<file path="config.mk">
export PLATFORM = sky130hd
export DESIGN_NAME = pipe_latch_flat
export DESIGN_NICKNAME = d
export VERILOG_FILES = /design/src/rtl/pipe_latch_if.sv /design/src/rtl/pipe_latch.sv /design/src/flat_wrapper.sv
export SDC_FILE = /design/constraint.sdc
export NUM_CORES = 1
export LEC_CHECK = 0
export CAP_MARGIN = 40
export CORE_MARGIN = 3
export CORE_UTILIZATION = 50
export CTS_CLUSTER_DIAMETER = 120
export DETAILED_ROUTE_END_ITERATION = 8
export GPL_TIMING_DRIVEN = 0
export PLACE_DENSITY = 0.81
export SLEW_MARGIN = 25
export SYNTH_ARGS = -nofsm -noshare
export SYNTH_HDL_FRONTEND = slang
export SYNTH_SLANG_ARGS = --single-unit
</file>
<file path="constraint.sdc">
create_clock -name CLK -period 9.6 [get_ports CLK]
set_clock_uncertainty 0.15 [all_clocks]
set_input_delay 0.96 -clock CLK [delete_from_list [all_inputs] [get_ports CLK]]
set_output_delay 0.96 -clock CLK [all_outputs]
set_load 0.01 [all_outputs]
</file>
<file path="src/rtl/pipe_latch_if.sv">
// Handshake bundle for pipe_latch: upstream valid/ready entry port, downstream head port,
// freeze/flush controls and occupancy.
interface pipe_latch_if #(
    parameter int WIDTH = 96,
    parameter int LANES = 1
);
    logic                     valid_i;
    logic                     ready_o;
    logic [WIDTH*LANES-1:0]   data_i;
    logic [LANES-1:0]         lane_valid_i;
    logic                     valid_o;
    logic                     ready_i;
    logic [WIDTH*LANES-1:0]   data_o;
    logic [LANES-1:0]         lane_valid_o;
    logic                     freeze;
    logic                     flush;
    logic [1:0]               count_o;

    modport master (
        output valid_i, data_i, lane_valid_i, ready_i, freeze, flush,
        input  ready_o, valid_o, data_o, lane_valid_o, count_o
    );

    modport slave (
        input  valid_i, data_i, lane_valid_i, ready_i, freeze, flush,
        output ready_o, valid_o, data_o, lane_valid_o, count_o
    );
endinterface

</file>
<file path="src/rtl/pipe_latch.sv">
// Inter-stage pipeline latch: LANES x WIDTH payload, valid/ready with a 2-entry skid buffer.
// Optional build macro PIPE_LATCH_ZERO_FLUSH_EN zeroes payload and lane masks on flush.
module pipe_latch #(
    parameter int WIDTH = 96,
    parameter int LANES = 1
) (
    input  logic        CLK,
    input  logic        RST,
    pipe_latch_if.slave bus
);
    localparam int DW = WIDTH * LANES;

    localparam logic [1:0] ST_EMPTY = 2'd0;
    localparam logic [1:0] ST_ONE   = 2'd1;
    localparam logic [1:0] ST_TWO   = 2'd2;

    logic [1:0]       state_r;
    logic [1:0]       state_nxt_s;
    logic [DW-1:0]    main_data_r;
    logic [DW-1:0]    skid_data_r;
    logic [LANES-1:0] main_lane_r;
    logic [LANES-1:0] skid_lane_r;

    logic ready_s;
    logic valid_s;
    logic in_fire_s;
    logic out_fire_s;
    logic load_main_in_s;
    logic load_main_skid_s;
    logic load_skid_s;
    logic clear_s;

    // ready_o never looks at ready_i, so no combinational path runs through the latch
    assign ready_s    = (state_r != ST_TWO) & ~bus.freeze & ~bus.flush & ~RST;
    assign valid_s    = (state_r != ST_EMPTY) & ~bus.freeze;
    assign in_fire_s  = bus.valid_i & ready_s;
    assign out_fire_s = valid_s & bus.ready_i & ~bus.flush;

    // Occupancy state register
    always_ff @(posedge CLK or posedge RST) begin
        if (RST) begin
            state_r <= ST_EMPTY;
        end else begin
            state_r <= state_nxt_s;
        end
    end

    // Next occupancy: freeze holds, flush empties, otherwise follow the fires
    always_comb begin
        state_nxt_s = state_r;
        if (bus.freeze) begin
            state_nxt_s = state_r;
        end else if (bus.flush) begin
            state_nxt_s = ST_EMPTY;
        end else begin
            case (state_r)
                ST_EMPTY: begin
                    if (in_fire_s) begin
                        state_nxt_s = ST_ONE;
                    end else begin
                        state_nxt_s = ST_EMPTY;
                    end
                end
                ST_ONE: begin
                    if (in_fire_s && !out_fire_s) begin
                        state_nxt_s = ST_TWO;
                    end else if (!in_fire_s && out_fire_s) begin
                        state_nxt_s = ST_EMPTY;
                    end else begin
                        state_nxt_s = ST_ONE;
                    end
                end
                ST_TWO: begin
                    if (out_fire_s) begin
                        state_nxt_s = ST_ONE;
                    end else begin
                        state_nxt_s = ST_TWO;
                    end
                end
                default: state_nxt_s = ST_EMPTY;
            endcase
        end
    end

    // Datapath load controls derived from the current state and fires
    always_comb begin
        load_main_in_s   = 1'b0;
        load_main_skid_s = 1'b0;
        load_skid_s      = 1'b0;
        clear_s          = bus.flush & ~bus.freeze;
        if (!bus.freeze && !bus.flush) begin
            case (state_r)
                ST_EMPTY: begin
                    load_main_in_s = in_fire_s;
                end
                ST_ONE: begin
                    load_main_in_s = in_fire_s & out_fire_s;
                    load_skid_s    = in_fire_s & ~out_fire_s;
                end
                ST_TWO: begin
                    load_main_skid_s = out_fire_s;
                end
                default: begin
                    load_main_in_s   = 1'b0;
                    load_main_skid_s = 1'b0;
                    load_skid_s      = 1'b0;
                end
            endcase
        end else begin
            load_main_in_s   = 1'b0;
            load_main_skid_s = 1'b0;
            load_skid_s      = 1'b0;
        end
    end

    // Head entry payload and lane mask
    always_ff @(posedge CLK or posedge RST) begin
        if (RST) begin
            main_data_r <= {DW{1'b0}};
            main_lane_r <= {LANES{1'b0}};
`ifdef PIPE_LATCH_ZERO_FLUSH_EN
        end else if (clear_s) begin
            main_data_r <= {DW{1'b0}};
            main_lane_r <= {LANES{1'b0}};
`endif
        end else if (load_main_in_s) begin
            main_data_r <= bus.data_i;
            main_lane_r <= bus.lane_valid_i;
        end else if (load_main_skid_s) begin
            main_data_r <= skid_data_r;
            main_lane_r <= skid_lane_r;
        end else begin
            main_data_r <= main_data_r;
            main_lane_r <= main_lane_r;
        end
    end

    // Skid entry payload and lane mask
    always_ff @(posedge CLK or posedge RST) begin
        if (RST) begin
            skid_data_r <= {DW{1'b0}};
            skid_lane_r <= {LANES{1'b0}};
`ifdef PIPE_LATCH_ZERO_FLUSH_EN
        end else if (clear_s) begin
            skid_data_r <= {DW{1'b0}};
            skid_lane_r <= {LANES{1'b0}};
`endif
        end else if (load_skid_s) begin
            skid_data_r <= bus.data_i;
            skid_lane_r <= bus.lane_valid_i;
        end else begin
            skid_data_r <= skid_data_r;
            skid_lane_r <= skid_lane_r;
        end
    end

    assign bus.ready_o      = ready_s;
    assign bus.valid_o      = valid_s;
    assign bus.data_o       = main_data_r;
    assign bus.lane_valid_o = main_lane_r;
    assign bus.count_o      = state_r;
endmodule
</file>
<file path="src/flat_wrapper.sv">
// flat-port wrapper written by rule: the top's interface ports become plain ports
module pipe_latch_flat 
#(
    parameter int WIDTH = 96,
    parameter int LANES = 1
)
  (CLK, RST, bus_valid_i, bus_data_i, bus_lane_valid_i, bus_ready_i, bus_freeze, bus_flush, bus_ready_o, bus_valid_o, bus_data_o, bus_lane_valid_o, bus_count_o);
  pipe_latch_if #(.WIDTH(WIDTH), .LANES(LANES)) bus_i ();
  input  logic CLK;
  input  logic RST;
  input wire logic [$bits(bus_i.valid_i)-1:0] bus_valid_i;
  input wire logic [$bits(bus_i.data_i)-1:0] bus_data_i;
  input wire logic [$bits(bus_i.lane_valid_i)-1:0] bus_lane_valid_i;
  input wire logic [$bits(bus_i.ready_i)-1:0] bus_ready_i;
  input wire logic [$bits(bus_i.freeze)-1:0] bus_freeze;
  input wire logic [$bits(bus_i.flush)-1:0] bus_flush;
  output wire logic [$bits(bus_i.ready_o)-1:0] bus_ready_o;
  output wire logic [$bits(bus_i.valid_o)-1:0] bus_valid_o;
  output wire logic [$bits(bus_i.data_o)-1:0] bus_data_o;
  output wire logic [$bits(bus_i.lane_valid_o)-1:0] bus_lane_valid_o;
  output wire logic [$bits(bus_i.count_o)-1:0] bus_count_o;
  assign bus_i.valid_i = bus_valid_i;
  assign bus_i.data_i = bus_data_i;
  assign bus_i.lane_valid_i = bus_lane_valid_i;
  assign bus_i.ready_i = bus_ready_i;
  assign bus_i.freeze = bus_freeze;
  assign bus_i.flush = bus_flush;
  assign bus_ready_o = bus_i.ready_o;
  assign bus_valid_o = bus_i.valid_o;
  assign bus_data_o = bus_i.data_o;
  assign bus_lane_valid_o = bus_i.lane_valid_o;
  assign bus_count_o = bus_i.count_o;
  pipe_latch #(.WIDTH(WIDTH), .LANES(LANES)) u_core (.CLK(CLK), .RST(RST), .bus(bus_i));
endmodule
</file>
==> out/metrics.cfg, run 1 <==
[critical_path]
cp_max_fo=4
rr_worst_depth=9
cp-end-kind=output port
start_kind=primary input
rr_endpoint=u_core.skid_data_r[69]$_DFFE_PP0P_
rrSetupSlack_ns=6.46
required_ns=8.49
worstReg2RegStart=u_core.bus.count_o[1]$_DFFE_PP0N_
critical_path_class=in2out
cp.arrival_ns=2.61

[global_route]
gr-total-overflow=0
grt_max_degree=77
antenna_found_initial=1
grt_pass1_vias=6301
grt_pass1_wl_mm=32.3
track_usage=0.228

[clock_network]
clock_path_buffers=2
cts_tree=done
cts_hold_buf=0
root_buffer=clkbuf_16
insertion_delay_ns=0.42
cts_resized=0
path_clk_slew_ns=0.07
numCtsBuffers=17
cts.sinks=196
post_cts_buffers=0
htree_levels=4

[timing]
fin_ws_ns=5.88
worst_slew_pin_slew_ns=0.573
relSlewSlack=0.616
fin_setup_tns_ns=0
fin_crit_sh=0.388
report.final.hold_viol_count=0
timing.fmax_ghz=0.269
finalSetupViolCount=0
maxSlewViolCount=0
rsz0062_at_grt=false
min_period_ns=3.72

[detailed_routing]
post_drt_via_cell_ratio=5.28
wirelength_mm=20.1
drcViolationCount=0
first_pass_iters=4
ant_nets=0
dr_total_vias=5857
drt_iter0_drc=238
wl_per_cell_um=18.1

[final_layout]
fillers=1174
final_common_cell=clkdlybuf4s50_1
drive_above_1_share=0.143
design_area_sq_um=11100
final_cell_mix=clkdlybuf4s50_1, dfrtp_1, nor2_1
final-seq-area_sq_um=4900
multi_input_area_sq_um=3070
fin_nets=984
area_growth_pct=35.4

[logic_synthesis]
syn_nets=761
synthArstFlopShare=1.00
syn_area_per_cell_sq_um=12.5
yosysUniqueCellTypes=25
synth_cells=656
ys_warn_count=0
ys.flop_type=dfrtp_1
synth-seq-cells=196
synth_edf_count=0
seq_area_frac_synth=0.597
syn_area_sq_um=8220

[die]
die_y_um=134
core_area_sq_um=16000
die_w_um=134
die_area_sq_um=18000
start_util=0.514
pin_count=204
row_count=46

[place]
place_hpwl_mm=14.8
dpl_cell_area_sq_um=10600
portBuffers=202
post-place-ws_ns=5.57
gp_congestion=0.777

[pwr]
power_density_nw_per_um2=198
leakage_nw=5.65
peakVddDrop_mv=0.140

[run_status]
status=complete, no violations

[worst_hold_path]
min_path_type=reg2reg
worstHoldEndpoint=u_core.skid_data_r[80]$_DFFE_PP0P_
whs_path_depth=1
hp-start=u_core.skid_data_r[80]$_DFFE_PP0P_

[job]
cap_violations=0

==> cell usage after synthesis, types with 3 or more instances <==
| library cell | number | area (sq um) |
|---|---|---|
| a21oi_1 | 99 | 495 |
| buf_1 | 3 | 11.3 |
| buf_2 | 20 | 100 |
| buf_4 | 4 | 30.0 |
| buf_6 | 4 | 45.0 |
| clkbuf_1 | 12 | 45.0 |
| dfrtp_1 | 196 | 4900 |
| inv_1 | 3 | 11.3 |
| mux2_1 | 30 | 338 |
| mux2_2 | 67 | 754 |
| mux2i_1 | 97 | 971 |
| nor2_1 | 102 | 383 |
==> flip-flops by register name (all words and copies together) (netlist names) <==
name and cells:
u_core.bus.lane_valid_o 1, u_core.bus.count_o 2, u_core.bus.data_o 96, u_core.skid_lane_r 1
u_core.skid_data_r 96
==> worst max-delay path: stages <==
cell and delay (ns):
clkdlybuf4s50_1 0.55, nor4_1 0.46, clkdlybuf4s50_1 0.64
==> layout make-up <==
type | count | area share
Clock inverter | 9 | 0.00641
Clock buffer | 23 | 0.0430
Sequential cell | 196 | 0.441
Buffer | 43 | 0.0208
Tap cell | 216 | 0.0243
Multi-Input combinational cell | 414 | 0.276
Inverter | 3 | 0.00169
Antenna cell | 1 | 0.000225
Timing Repair Buffer | 204 | 0.187
==> where the power goes <==
group	switching (mW)	total, mW	internal [mW]
logic	0.208	0.514	0.307
registers	0.0765	1.04	0.959
clock network	0.296	0.651	0.355
==> kinds of logic after synthesis <==
logic type / share of synthesized area
mux: 0.251
buf+inv: 0.0295
flops: 0.597
fa+ha+maj: 0.00304
compound gates: 0.0632
simple gates: 0.0565
==> stage by stage <==
stage | total power, mW | util | hold slack [ns] | std cells
2_1_floorplan | 1.24 | - | 0.307 | 656
3_3_place_gp | 1.54 | 0.657 | 0.316 | 1074
3_5_place_dp | 1.57 | 0.661 | 0.324 | 1076
4_1_cts | 2.23 | 0.695 | 0.339 | 1108
5_1_grt | 2.31 | 0.695 | 0.357 | 1109
6_report | 2.20 | 0.695 | 0.336 | 1109
==> how the worst max path moves through the flow <==
stage | cells past startpoint | endpoint | slack (ns) | from
2_1_floorplan | 1 | u_core.bus.count_o[0]$_DFFE_PP0N_ | 3.15 | RST
3_3_place_gp | 2 | u_core.bus.data_o[58]$_DFFE_PP0P_ | 1.11 | RST
3_5_place_dp | 9 | u_core.skid_data_r[55]$_DFFE_PP0P_ | 5.57 | RST
4_1_cts | 3 | bus_ready_o | 5.93 | RST
5_1_grt | 9 | u_core.skid_data_r[69]$_DFFE_PP0P_ | 5.75 | RST
6_report | 3 | bus_ready_o | 5.88 | RST
==> routing by layer <==
layer,vias up,GRT usage,wire (um)
met5,-,0,0
met4,0,0.0622,302
met3,24,0.0623,1220
met2,178,0.386,10200
met1,2926,0.290,8390
li1,2729,-,-
Power figures use the tool's default switching activity.
==> run 2, diff against run 1 <==
--- a/config.mk
+++ b/config.mk
@@ -7,11 +7,11 @@
 export LEC_CHECK = 0
 export CAP_MARGIN = 40
 export CORE_MARGIN = 3
-export CORE_UTILIZATION = 50
+export CORE_UTILIZATION = 49
 export CTS_CLUSTER_DIAMETER = 120
 export DETAILED_ROUTE_END_ITERATION = 8
 export GPL_TIMING_DRIVEN = 0
-export PLACE_DENSITY = 0.81
+export PLACE_DENSITY = 0.8
 export SLEW_MARGIN = 25
 export SYNTH_ARGS = -nofsm -noshare
 export SYNTH_HDL_FRONTEND = slang
==> constraint.sdc (replaced) <==
create_clock -name CLK -period 3.74 [get_ports CLK]
set_clock_uncertainty 0.15 [all_clocks]
set_input_delay 0.374 -clock CLK [delete_from_list [all_inputs] [get_ports CLK]]
set_output_delay 0.374 -clock CLK [all_outputs]
set_load 0.01 [all_outputs]
==> run 2 against run 1 <==
Utilization up 0.35 points. Final area is 1.6% higher. First-iteration DRC count is 0.84% higher. Sequential share of layout area decreased by 0.69 points. Combinational power rose to 2.6 times the previous value. Via count is 1.3% higher. Largest cell class unchanged. Highest routed layer unchanged.
==> out/metrics.cfg, run 2 (synthesis gave the netlist of run 1 again) <==
[clock_network]
cts_tree=done
cts_hold_buf=0  ; unchanged
insertion_delay_ns=0.43  ; about the same
clock_path_buffers=2  ; unchanged
htree_levels=4  ; unchanged
root_buffer=clkbuf_16
path_clk_slew_ns=0.07  ; about the same
post_cts_buffers=0  ; unchanged
numCtsBuffers=17  ; unchanged
cts_resized=0  ; unchanged
cts.sinks=196  ; unchanged

[critical_path]
critical_path_class=reg2reg
crit_start=u_core.bus.count_o[1]$_DFFE_PP0N_
worstReg2RegStart=u_core.bus.count_o[1]$_DFFE_PP0N_
rr_worst_depth=9  ; unchanged
cpPeakStageDelay_ns=0.48  ; -0.16 ns
cp_max_fo=10  ; +6
slowest_stage=dfrtp_1
cp.arrival_ns=3.26  ; +0.65 ns
critPathMostFrequentCell=buf_4
rrSetupSlack_ns=0.64  ; -5.82 ns
start_kind=register
required_ns=3.90  ; -4.59 ns
rr_endpoint=u_core.skid_data_r[68]$_DFFE_PP0P_
cp-end-kind=register
cp_cell_sequence=nor2b_1, nor4_1, and2_1, ha_1, nand3b_1, nor3_2, buf_4, buf_4, mux2_1

[detailed_routing]
drt_iter0_drc=240  ; +0.84%
first_pass_iters=4  ; unchanged
wl_met1_mm=8.49  ; +1.2%
wl_per_cell_um=18.6  ; +2.7%
drcViolationCount=0  ; unchanged
dr_total_vias=5935  ; +1.3%
top_layer_used=met4
ant_nets=0  ; unchanged
dr_wl_met3_mm=1.29  ; +6.0%
post_drt_via_cell_ratio=5.33  ; +0.88%
wirelength_mm=20.7  ; +3.1%
met2_length_mm=10.4  ; +1.7%

[global_route]
antenna_found_initial=0  ; -1
gr-total-overflow=0  ; unchanged
track_usage=0.231  ; +0.00362
grt_max_degree=33  ; -57%
grt_pass1_wl_mm=33.0  ; +2.3%
grt_pass1_vias=6397  ; +1.5%

[worst_hold_path]
whs_path_depth=3  ; +2
hp-start=bus_freeze
worstHoldEndpoint=u_core.bus.count_o[1]$_DFFE_PP0N_
min_path_type=in2reg

[place]
gp_congestion=0.786  ; +1.2%
dpl_cell_area_sq_um=10700  ; +1.1%
portBuffers=202  ; unchanged
place_hpwl_mm=15.2  ; +2.4%

[die]
die_y_um=136  ; +0.97%
start_util=0.508  ; -0.00548
pin_count=204  ; unchanged
die_area_sq_um=18400  ; +2.0%
core_area_sq_um=16200  ; +1.1%
row_count=46  ; unchanged
die_w_um=136  ; +0.97%

[final_layout]
final_common_cell=clkdlybuf4s50_1
design_area_sq_um=11300  ; +1.6%
drive_above_1_share=0.152  ; +0.00812
area_growth_pct=37.5
fillers=1142  ; -2.7%
final_cell_mix=clkdlybuf4s50_1, dfrtp_1, nor2_1
fin_nets=989  ; +0.51%

[timing]
relSlewSlack=0.606  ; -0.00978
maxSlewViolCount=0  ; unchanged
fin_crit_sh=0.828
timing.fmax_ghz=0.323
report.final.hold_viol_count=0  ; unchanged
rsz0062_at_grt=false
min_period_ns=3.10
finalSetupViolCount=0  ; unchanged
worst_slew_pin_slew_ns=0.588  ; +0.0146 ns

[pwr]
power_density_nw_per_um2=520  ; +160%
peakVddDrop_mv=0.312  ; +120%
fin_total_pwr_mw=5.87  ; +170%
leakage_nw=5.73  ; +1.4%

[run_status]
status=complete, no violations

[job]
cap_violations=0  ; unchanged

## run 2: worst max path at each step
stage,cells past startpoint,endpoint,slack [ns]
6_report,9,u_core.skid_data_r[68]$_DFFE_PP0P_,0.64
5_1_grt,9,u_core.skid_data_r[72]$_DFFE_PP0P_,0.44
4_1_cts,9,u_core.skid_data_r[68]$_DFFE_PP0P_,0.62
3_5_place_dp,9,u_core.skid_data_r[68]$_DFFE_PP0P_,0.27
3_3_place_gp,2,u_core.skid_data_r[26]$_DFFE_PP0P_,-0.65
2_1_floorplan,1,u_core.bus.count_o[0]$_DFFE_PP0N_,0.68
## run 2: per-layer routing
metal | global-route usage | up-vias
li1 | - | 2747
met1 | 0.287 | 2962
met2 | 0.389 | 185
met3 | 0.0613 | 41
met4 | 0.0896 | 0
met5 | 0 | -
## run 2: power by group
part           internal (mW)  total [mW]  switching [mW]
sequential              2.46        2.66           0.203
clock                   1.08        1.88           0.803
combinational          0.799        1.33           0.532
total                   4.34        5.87            1.54
## run 2: final cells by class
| class | count | area [sq um] | share of cell area |
|---|---|---|---|
| plain buffers | 43 | 231 | 0.0205 |
| multi-input cells | 414 | 3070 | 0.272 |
| inverters | 3 | 15.0 | 0.00133 |
| flip-flops and latches | 196 | 4900 | 0.434 |
| clock inverters | 14 | 175 | 0.0155 |
| repair buffers | 209 | 2190 | 0.194 |
| well taps | 216 | 270 | 0.0239 |
| diodes | 1 | 2.50 | 0.000221 |
| clock buffers | 18 | 439 | 0.0389 |
## run 2: stage by stage
stage,setup WS (ns),cells,util,hold WS (ns),setup TNS (ns)
2_1_floorplan,0.684,656,-,0.307,0
3_3_place_gp,-0.648,1074,0.650,0.316,-125.24
3_5_place_dp,0.265,1081,0.661,0.325,0
4_1_cts,0.618,1113,0.699,0.118,0
5_1_grt,0.441,1113,0.699,0.135,0
6_report,0.643,1114,0.699,0.138,0
## run 2: critical path: cells and delay by family, from the launching register on
| kind | cells | cell delay (ns) |
|---|---|---|
| flops | 1 | 0.48 |
| simple gates | 5 | 1.29 |
| mux | 1 | 0.35 |
| buf+inv | 2 | 0.54 |
| fa+ha+maj | 1 | 0.16 |
